[config.mk]
export PLATFORM = sky130hd
export DESIGN_NAME = nonce_encoder
export DESIGN_NICKNAME = d
export VERILOG_FILES = /design/src/rtl/nonce_encoder.sv
export SDC_FILE = /design/constraint.sdc
export NUM_CORES = 1
export LEC_CHECK = 0
export ABC_AREA = 1
export BUFFER_PORTS_ARGS = -buffer_cell sky130_fd_sc_hd__buf_4
export CORE_MARGIN = 4
export CORE_UTILIZATION = 40
export CTS_CLUSTER_SIZE = 10
export DETAILED_ROUTE_END_ITERATION = 10
export GPL_ROUTABILITY_DRIVEN = 0
export GPL_TIMING_DRIVEN = 1
export HOLD_SLACK_MARGIN = 0.08
export PLACE_DENSITY = 0.6
export SLEW_MARGIN = 20
export SYNTH_ARGS = -nofsm -noshare
export SYNTH_HDL_FRONTEND = slang
export SYNTH_SLANG_ARGS = --single-unit
[constraint.sdc]
create_clock -name clk -period 15.5 [get_ports clk]
set_input_delay 1.55 -clock clk [delete_from_list [all_inputs] [get_ports clk]]
set_output_delay 1.55 -clock clk [all_outputs]
set_load 0.01 [all_outputs]
[src/rtl/nonce_encoder.sv]
// Collapses the per-core hit vector into success + nonce_prefix with a registered, 1-cycle path, and tracks
// suffix exhaustion and lost hits. Optional stop-after-first-hit mode: NONCE_ENCODER_STOP_ON_FIRST_EN.
module nonce_encoder #(
  parameter int PARTITIONBITS = 4,
  parameter int DROPBITS      = 8,
  parameter int SUFFIXBITS    = 32 - PARTITIONBITS,
  localparam int NPROC        = 2 ** PARTITIONBITS
) (
  input  logic                     clk,
  input  logic                     rst,
  input  logic                     valid_i,
  input  logic                     newblock_i,
  input  logic [NPROC-1:0]         hit_i,
  output logic                     valid_o,
  output logic                     newblock_o,
  output logic                     success_o,
  output logic [PARTITIONBITS-1:0] nonce_prefix_o,
  output logic                     multi_hit_o,
  output logic [DROPBITS-1:0]      dropped_o,
  output logic                     exhausted_o,
  output logic [1:0]               dbg_state
);

  localparam int CNTW = PARTITIONBITS + 1;
  localparam int SUMW = DROPBITS + CNTW + 1;

  typedef enum logic [1:0] {
    IDLE   = 2'd0,
    SEARCH = 2'd1,
    DONE   = 2'd2
  } state_t;

  state_t                   state_q, state_d;
  logic [SUFFIXBITS-1:0]    suffix_q, suffix_d;
  logic [CNTW-1:0]          hit_count;
  logic [PARTITIONBITS-1:0] first_idx;
  logic                     found;
  logic                     start, step, accept;
  logic                     success_d, multi_d, exhausted_d;
  logic [PARTITIONBITS-1:0] prefix_d;
  logic [DROPBITS-1:0]      dropped_base, dropped_d;
  logic [CNTW-1:0]          drop_add;
  logic [SUMW-1:0]          drop_sum;

  assign dbg_state = state_q;

  // Popcount and lowest-index priority encode of the hit vector.
  always_comb begin
    hit_count = '0;
    first_idx = '0;
    found     = 1'b0;
    for (int k = 0; k < NPROC; k++) begin
      if (hit_i[k]) begin
        hit_count = hit_count + CNTW'(1);
        if (!found) begin
          first_idx = PARTITIONBITS'(k);
          found     = 1'b1;
        end
      end
    end
  end

  always_comb begin
    start        = valid_i & newblock_i;
    step         = valid_i & ~newblock_i & (state_q != IDLE);
    accept       = start | (valid_i & ~newblock_i & (state_q == SEARCH));
    state_d      = state_q;
    suffix_d     = suffix_q;
    exhausted_d  = exhausted_o;
    dropped_base = dropped_o;
    drop_add     = '0;
    success_d    = 1'b0;
    prefix_d     = '0;
    multi_d      = 1'b0;

    // A newblock always restarts the search, even on the cycle the suffix would wrap.
    if (start) begin
      state_d      = SEARCH;
      suffix_d     = SUFFIXBITS'(1);
      exhausted_d  = 1'b0;
      dropped_base = '0;
    end else if (step) begin
      suffix_d = suffix_q + SUFFIXBITS'(1);
      if (&suffix_q) begin
        exhausted_d = 1'b1;
        state_d     = DONE;
      end
    end

    if (accept) begin
      success_d = found;
      prefix_d  = first_idx;
      multi_d   = (hit_count > CNTW'(1));
      if (multi_d) drop_add = hit_count - CNTW'(1);
`ifdef NONCE_ENCODER_STOP_ON_FIRST_EN
      if (found) state_d = DONE;
`endif
    end

`ifdef NONCE_ENCODER_STOP_ON_FIRST_EN
    // Once the block's result is taken, every further hit is lost.
    if (step && (state_q == DONE)) drop_add = hit_count;
`endif

    drop_sum  = SUMW'(dropped_base) + SUMW'(drop_add);
    dropped_d = (drop_sum > SUMW'({DROPBITS{1'b1}})) ? {DROPBITS{1'b1}} : drop_sum[DROPBITS-1:0];
  end

  always_ff @(posedge clk) begin
    if (!rst) begin
      state_q        <= IDLE;
      suffix_q       <= '0;
      valid_o        <= 1'b0;
      newblock_o     <= 1'b0;
      success_o      <= 1'b0;
      nonce_prefix_o <= '0;
      multi_hit_o    <= 1'b0;
      dropped_o      <= '0;
      exhausted_o    <= 1'b0;
    end else begin
      state_q        <= state_d;
      suffix_q       <= suffix_d;
      valid_o        <= valid_i;
      newblock_o     <= start;
      success_o      <= success_d;
      nonce_prefix_o <= prefix_d;
      multi_hit_o    <= multi_d;
      dropped_o      <= dropped_d;
      exhausted_o    <= exhausted_d;
    end
  end

endmodule

==> summary.md, run 1 <==
| Metric | Value |
|---|---|
| Status | complete, no violations |
| Total CTS buffers | 5 |
| Num ports | 39 |
| # Max-Cap Violations | 0 |
| Switching Share | 43.1% |
| CP Max Fanout | 5 |
| Initial DRC count | ~230 |
| Hold Violations, Final | 0 |
| FFs w/ async S/R, synth | 0% |
| Slew @ Worst Pin | roughly 0.85 ns |
| Mapped Area | 4460 sq um |
| CTS H-Tree Depth | 2 |
| Core area | 10900 sq um |
| Flops & latches, synth | 46 |
| Crit path DAT | 10.61 ns |
| Die width | ~110 um |
| Root Buffer | clkbuf_8 |
| Drc violations | 0 |
| Via-to-Cell Ratio | 4.84 |
| Most frequent cells in the layout | 204 x nand2_1, 134 x inv_1, 65 x nor2_1 |
| Rows | 38 |
| Avg Inst Size Synth | between 5 and 6 sq um |
| Grt ovf | 0 |
| Leak pwr | ~2.6 nW |
| Top cell type's share of synthesized area | between 20% and 30% |
| Slew headroom | around 43% |
| Post-DP Area | 4880 sq um |
| Final period utilization | 66.8% |
| Clk buf depth | 2 |
| Worst-Skew Late Latency | 0.30 ns |
| Sequential fraction of the synthesis area | between 20% and 30% |
| Fin util | between 40% and 50% |
| Critical Path Source | hit_i[0] |
| Psw | approximately 180 uW |
| Slew Limit Fails | 0 |
| Crit end category | register |
| FF-to-FF Start | dbg_state[0]$_SDFFE_PN0P_ |
| Aggregate global-route resource usage | 15.7% |
| Die area | 12900 sq um |
| Area leader, netlist | dfxtp_1 |
| Final WL | 9770 um |
| PnR worst setup slack | between 5 and 6 ns |
| Vias post-DR | 4480 |
| Synth area leaders | dfxtp_1 21%, nand2_1 17%, inv_1 11% |
| Fin crit period | ~10 ns |
| Clk slew on worst S/H paths | roughly 0.09 ns |
| Crit path largest cell delay | 0.40 ns |
| Most common cell after layout, fill and taps aside | nand2_1 |
| Mapped Nets | slightly below 800 |
| Hold WS | 0.497 ns |
| Sum of negative setup slack | 0 ns |
| Setup Fix Bufs, Post-CTS | 0 |
| Layout cells sized above 1 | 13.4% |
| Synth Instances | 748 |
| Die Span Y | 114 um |
| Post-CTS Resized | 0 |
| DRT Pass-1 Iters | 5 |
| RSZ-0062 raised after global routing | false |
| Final Cell Area | slightly below 5000 sq um |
| Diode count | 0 |
| Clock skew after layout | between 0.007 and 0.008 ns |
| Part of the power in the clock network | 17.8% |
| Peak VDD IR | 0.0000513 V |
| CP Class | input pin to register |
| Antenna viol nets, final | 0 |
| Initial core utilization | 40.9% |
| Initial antenna violation count | 0 |
| Startpoint types | input pin |
| Sink Count | 46 |
| Hold buffers post-CTS | 0 |
| Post-synth top flop | dfxtp_1 |
| Crit-path slowest cell | fa_1 |
| Logic gate share of total power | roughly half |
| Vias in the first global route | 4293 |
| CP required | 15.75 ns |
| DP HPWL | between 8000 and 9000 um |
| WL/cell | approximately 11 um |
| Synth warnings | 0 |
| Largest net degree at the start of global routing | 16 |
| Hold Startpoint | suffix_q[21]$_SDFFE_PP0P_ |
| Fmax | 0.0965 GHz |
| Yosys cell types | 45 |
| Nets@finish | 832 |
| Internal power | approximately 230 uW |
| Global-route wire length before repair | around 18000 um |
| Worst slack, placed | 4.84 ns |
| CTS tree | yes |
| Post-synth EDFFs | 0 |
| R2R Setup Slk | around 12 ns |
| Synth-to-layout area growth | 11.5% |
| Most frequent CP cell | nand2_1 |
| Pwr per Cell Area | 82.6 nW/um^2 |
| IO Port Bufs | 38 |
| Worst hold path class | register to register |
| Final Setup Violations | 0 |
| Sequential power share | between 30% and 40% |
[metrics by stage]
stage                     instances  power, mW
final                           926      0.411
after global routing            926      0.454
after CTS                       926      0.415
after detailed placement        918      0.341
after global placement          918      0.337
after floorplan                 748      0.295
[registers in the layout, indices dropped and copies added, names as in the netlist]
| register | flops |
|---|---|
| success_o | 1 |
| nonce_prefix_o | 4 |
| dbg_state | 2 |
| multi_hit_o | 1 |
| dropped_o | 8 |
| valid_o | 1 |
| newblock_o | 1 |
| suffix_q | 28 |
[cells by family after synthesis]
logic type	share of synthesized area, %
simple gates	43.0
fa+ha+maj	7.75
xor+xnor	2.55
flops	20.7
buf+inv	12.7
compound gates	13.3
[power groups by stage]
stage                     Sequential [mW]  Clock (mW)  Combinational (mW)
after detailed placement            0.128           0               0.213
final                               0.125      0.0731               0.212
after CTS                           0.125      0.0757               0.214
after global routing                0.126      0.0806               0.248
after global placement              0.128           0               0.209
after floorplan                     0.130           0               0.165
[critical path: cells and delay by family]
kind	cells	cell delay, ns
buf+inv	9	0.62
simple gates	27	2.33
fa+ha+maj	12	3.33
compound gates	12	2.24
xor+xnor	3	0.50
[per-layer routing]
layer | wire, um | vias to the layer above | global-route usage [%] | share of wire [%]
met5 | 0 | - | 0 | 0
met4 | 34 | 0 | 2.32 | 0.35
met3 | 440 | 2 | 2.65 | 4.5
met2 | 4440 | 76 | 27.1 | 45
met1 | 4860 | 1953 | 21.1 | 50
li1 | - | 2449 | - | -
[area by class of cell]
cell class,count,area (sq um)
Fill cell,1189,5920
Multi-Input combinational cell,553,2970
Sequential cell,46,921
Inverter,141,529
Timing Repair Buffer,38,285
Tap cell,140,175
Clock buffer,5,68.8
Clock inverter,3,21.3
[Yosys cell counts, types with 7 or more instances]
master and count:
o21ai_0 39, nand3b_1 8, ha_1 26, nand3_1 55, nand3_2 14, nand2_1 204
xor2_1 8, dfxtp_1 46, a21oi_1 30, nor3_1 11, inv_1 134, nand2_2 25
nand2_4 7, nor2_1 65
[final timing paths]
path,endpoint,depth (start not counted)
setup / recovery,dropped_o[4]$_SDFF_PN0_,63
hold / removal,suffix_q[21]$_SDFFE_PP0P_,2
setup reg to reg,suffix_q[23]$_SDFFE_PP0P_,18
hold reg to reg,suffix_q[21]$_SDFFE_PP0P_,2
Power figures use the tool's default switching activity.
==> inputs of run 2 (changes only) <==
--- a/config.mk
+++ b/config.mk
@@ -5,7 +5,7 @@
 export SDC_FILE = /design/constraint.sdc
 export NUM_CORES = 1
 export LEC_CHECK = 0
-export ABC_AREA = 1
+export ABC_AREA = 0
 export BUFFER_PORTS_ARGS = -buffer_cell sky130_fd_sc_hd__buf_4
 export CORE_MARGIN = 4
 export CORE_UTILIZATION = 40
==> constraint.sdc (replaced) <==
create_clock -name clk -period 10 [get_ports clk]
set_input_delay 1 -clock clk [delete_from_list [all_inputs] [get_ports clk]]
set_output_delay 1 -clock clk [all_outputs]
set_load 0.01 [all_outputs]
==> summary.md, run 2 <==
| Metric | Value |
|---|---|
| Total CTS buffers | 5 |
| Synth-to-layout area growth | 28.5% |
| Sequential power share | approximately an eighth |
| Fmax | 0.101 GHz |
| Synth Area in XOR/XNOR | 22.3% |
| Fillers | 998 |
| Synth Instances | 532 |
| Clk buf depth | 2 |
| CP Max Fanout | 4 |
| Grt ovf | 0 |
| Delay-heaviest family, CP | adder cells |
| Avg Inst Size Synth | 7.94 sq um |
| Logic gate share of total power | 81.0% |
| Most frequent CP cell | ha_1 |
| Fin crit period | between 9 and 10 ns |
| Vias in the first global route | 3708 |
| Peak VDD IR | ~0.00035 V |
| Switching Share | between 40% and 50% |
| Antenna viol nets, final | 0 |
| Initial antenna violation count | 0 |
| Part of the power in the clock network | just over 7% |
| Flops & latches, synth | between 40 and 50 |
| Mapped Area | between 4000 and 5000 sq um |
| Rows | 37 |
| Area leader, netlist | dfxtp_1 |
| Nets@finish | 668 |
| Clock skew after layout | 0.0113 ns |
| Aggregate global-route resource usage | 15.7% |
| Top-count cell post-synth | nor2_1 |
| Final period utilization | 98.7% |
| Compound-Gate Fraction of Synth Area | 15.9% |
| DP HPWL | 7430 um |
| Initial core utilization | between 40% and 50% |
| Post-synth EDFFs | 0 |
| Yosys cell types | 66 |
| Vias post-DR | 3884 |
| Pwr Total | between 1.5 and 2 mW |
| CP Class | input pin to register |
| Final WL | 9880 um |
| Status | complete, no violations |
| FFs w/ async S/R, synth | 0% |
| Synth area leaders | dfxtp_1 22%, xnor2_1 9.1%, ha_1 7.7% |
| Post-synth top cells | 62 x nor2_1, 59 x nand2_1, 46 x dfxtp_1, 44 x xnor2_1, 37 x xor2_1 |
| Drc violations | 0 |
| Most common cell after layout, fill and taps aside | buf_4 |
| CTS tree | yes |
| Sum of negative setup slack | 0 ns |
| IO Port Bufs | 38 |
| Die area | around 12000 sq um |
| Adder-Cell Fraction of Synth Area | 8.18% |
| Root Buffer | clkbuf_8 |
| Die width | 111 um |
| Pwr per Cell Area | 308 nW/um^2 |
| RSZ-0062 raised after global routing | true |
| Startpoint types | input pin |
| WL/cell | 13.0 um |
| Sink Count | 46 |
| Simple-gate share of the synthesized area | about a quarter |
| Initial DRC count | a little over 200 |
| Layout cells sized above 1 | 28.6% |
| Psw | 693 uW |
| Biggest register | suffix_q |
| Sequential fraction of the synthesis area | 21.8% |
| # Max-Cap Violations | 0 |
| Worst hold path class | register to register |
| Synth warnings | 0 |
| Die Span Y | 111 um |
| Largest regs | suffix_q: 28 flops, dropped_o: 8 flops, nonce_prefix_o: 4 flops |
| Final Setup Violations | 0 |
| DRT Pass-1 Iters | 4 |
| Hold Violations, Final | 0 |
| Diode count | 0 |
| Top cell type's share of synthesized area | a little over a fifth |
| Buf/Inv on CP | 6 |
| Slew @ Worst Pin | 0.912 ns |
| Max reg flops | 28 |
| Crit path DAT | 10.08 ns |
| CTS H-Tree Depth | 2 |
| Slew Limit Fails | 0 |
| Crit path largest cell delay | about 0.39 ns |
| Global-route wire length before repair | approximately 17000 um |
| Largest family of logic cells by synthesized area | simple AND/OR/NAND/NOR gates |
| Internal power | slightly below 1 mW |
| Leak pwr | 2.30 nW |
| Worst-Skew Late Latency | ~0.31 ns |
| Mux cell area share after synthesis | 3.35% |
| Clk slew on worst S/H paths | 0.10 ns |
| Post-synth top flop | dfxtp_1 |
| Via-to-Cell Ratio | 5.12 |
| Crit-path slowest cell | xnor3_2 |
| Mapped Nets | between 500 and 600 |
| Num ports | 39 |
| Crit end category | register |
| Core area | 10300 sq um |
| Largest net degree at the start of global routing | 29 |
| CP required | roughly 10 ns |
| Slew headroom | ~40% |
| Hold buffers post-CTS | 0 |
| Most frequent cells in the layout | 104 x buf_4, 60 x nor2_1, 58 x nand2_1 |
run 2: kinds of logic after synthesis:
kind of cell,after synthesis
flip-flops,46
multiplexers,11
AND/OR/NAND/NOR,209
buffers and inverters,45
adder cells (fa/ha/maj),27
XOR/XNOR,92
AO/OA/AOI/OAI,102
run 2: path summary, 6_finish.rpt:
kind                            cells after the start                         to  slack [ns]                      start
worst max-delay path                               56    dropped_o[6]$_SDFF_PN0_        0.13                   hit_i[0]
worst min-delay path                                2  suffix_q[27]$_SDFFE_PP0P_        0.50  suffix_q[27]$_SDFFE_PP0P_
worst max register to register                     14    dropped_o[6]$_SDFF_PN0_        7.09  dbg_state[0]$_SDFFE_PN0P_
worst min register to register                      2  suffix_q[27]$_SDFFE_PP0P_        0.50  suffix_q[27]$_SDFFE_PP0P_
run 2: tightest hold or removal path: cells and delay by family, from the launching register on:
family             cells  cell delay [ns]
DFF                    1             0.33
AOI/OAI and AO/OA      2             0.13
run 2: what timing repair did:
action / CTS / global route
setup endpoints to repair: 7 / 8
setup buffers: 3 / 13
pin swaps: 6 / 38
resized for setup: 5 / 37
run 2: area by class of cell:
| cell class | count | area [sq um] | area share (%) |
|---|---|---|---|
| inverters | 22 | 87.6 | 1.62 |
| repair buffers | 105 | 796 | 14.7 |
| multi-input cells | 441 | 3350 | 61.9 |
| clock inverters | 3 | 25.0 | 0.461 |
| flip-flops and latches | 46 | 921 | 17.0 |
| well taps | 136 | 170 | 3.14 |
| clock buffers | 5 | 68.8 | 1.27 |
run 2: per-layer routing:
metal	routed length, um	GRT usage, %
met1	4850	22.1
met2	4680	26.0
met3	255	1.97
met4	95	3.28
met5	0	0
run 2: power groups by stage:
stage | clock network, mW | logic, mW | registers (mW)
after floorplan | 0 | 0.749 | 0.206
after global placement | 0 | 1.09 | 0.202
after detailed placement | 0 | 1.11 | 0.203
after CTS | 0.124 | 1.14 | 0.199
after global routing | 0.130 | 1.48 | 0.200
final | 0.118 | 1.35 | 0.198
run 2: metrics by stage:
step	instances	hold WS, ns	setup slack [ns]	util (%)	area [sq um]
4_1_cts	745	0.496	0.0214	49.9	5160
2_1_floorplan	532	0.454	0.0101	-	4280
3_3_place_gp	734	0.464	-0.153	48.6	5020
5_1_grt	758	0.530	-0.525	52.5	5420
3_5_place_dp	734	0.484	-0.410	48.6	5020
6_report	758	0.499	0.127	52.5	5420
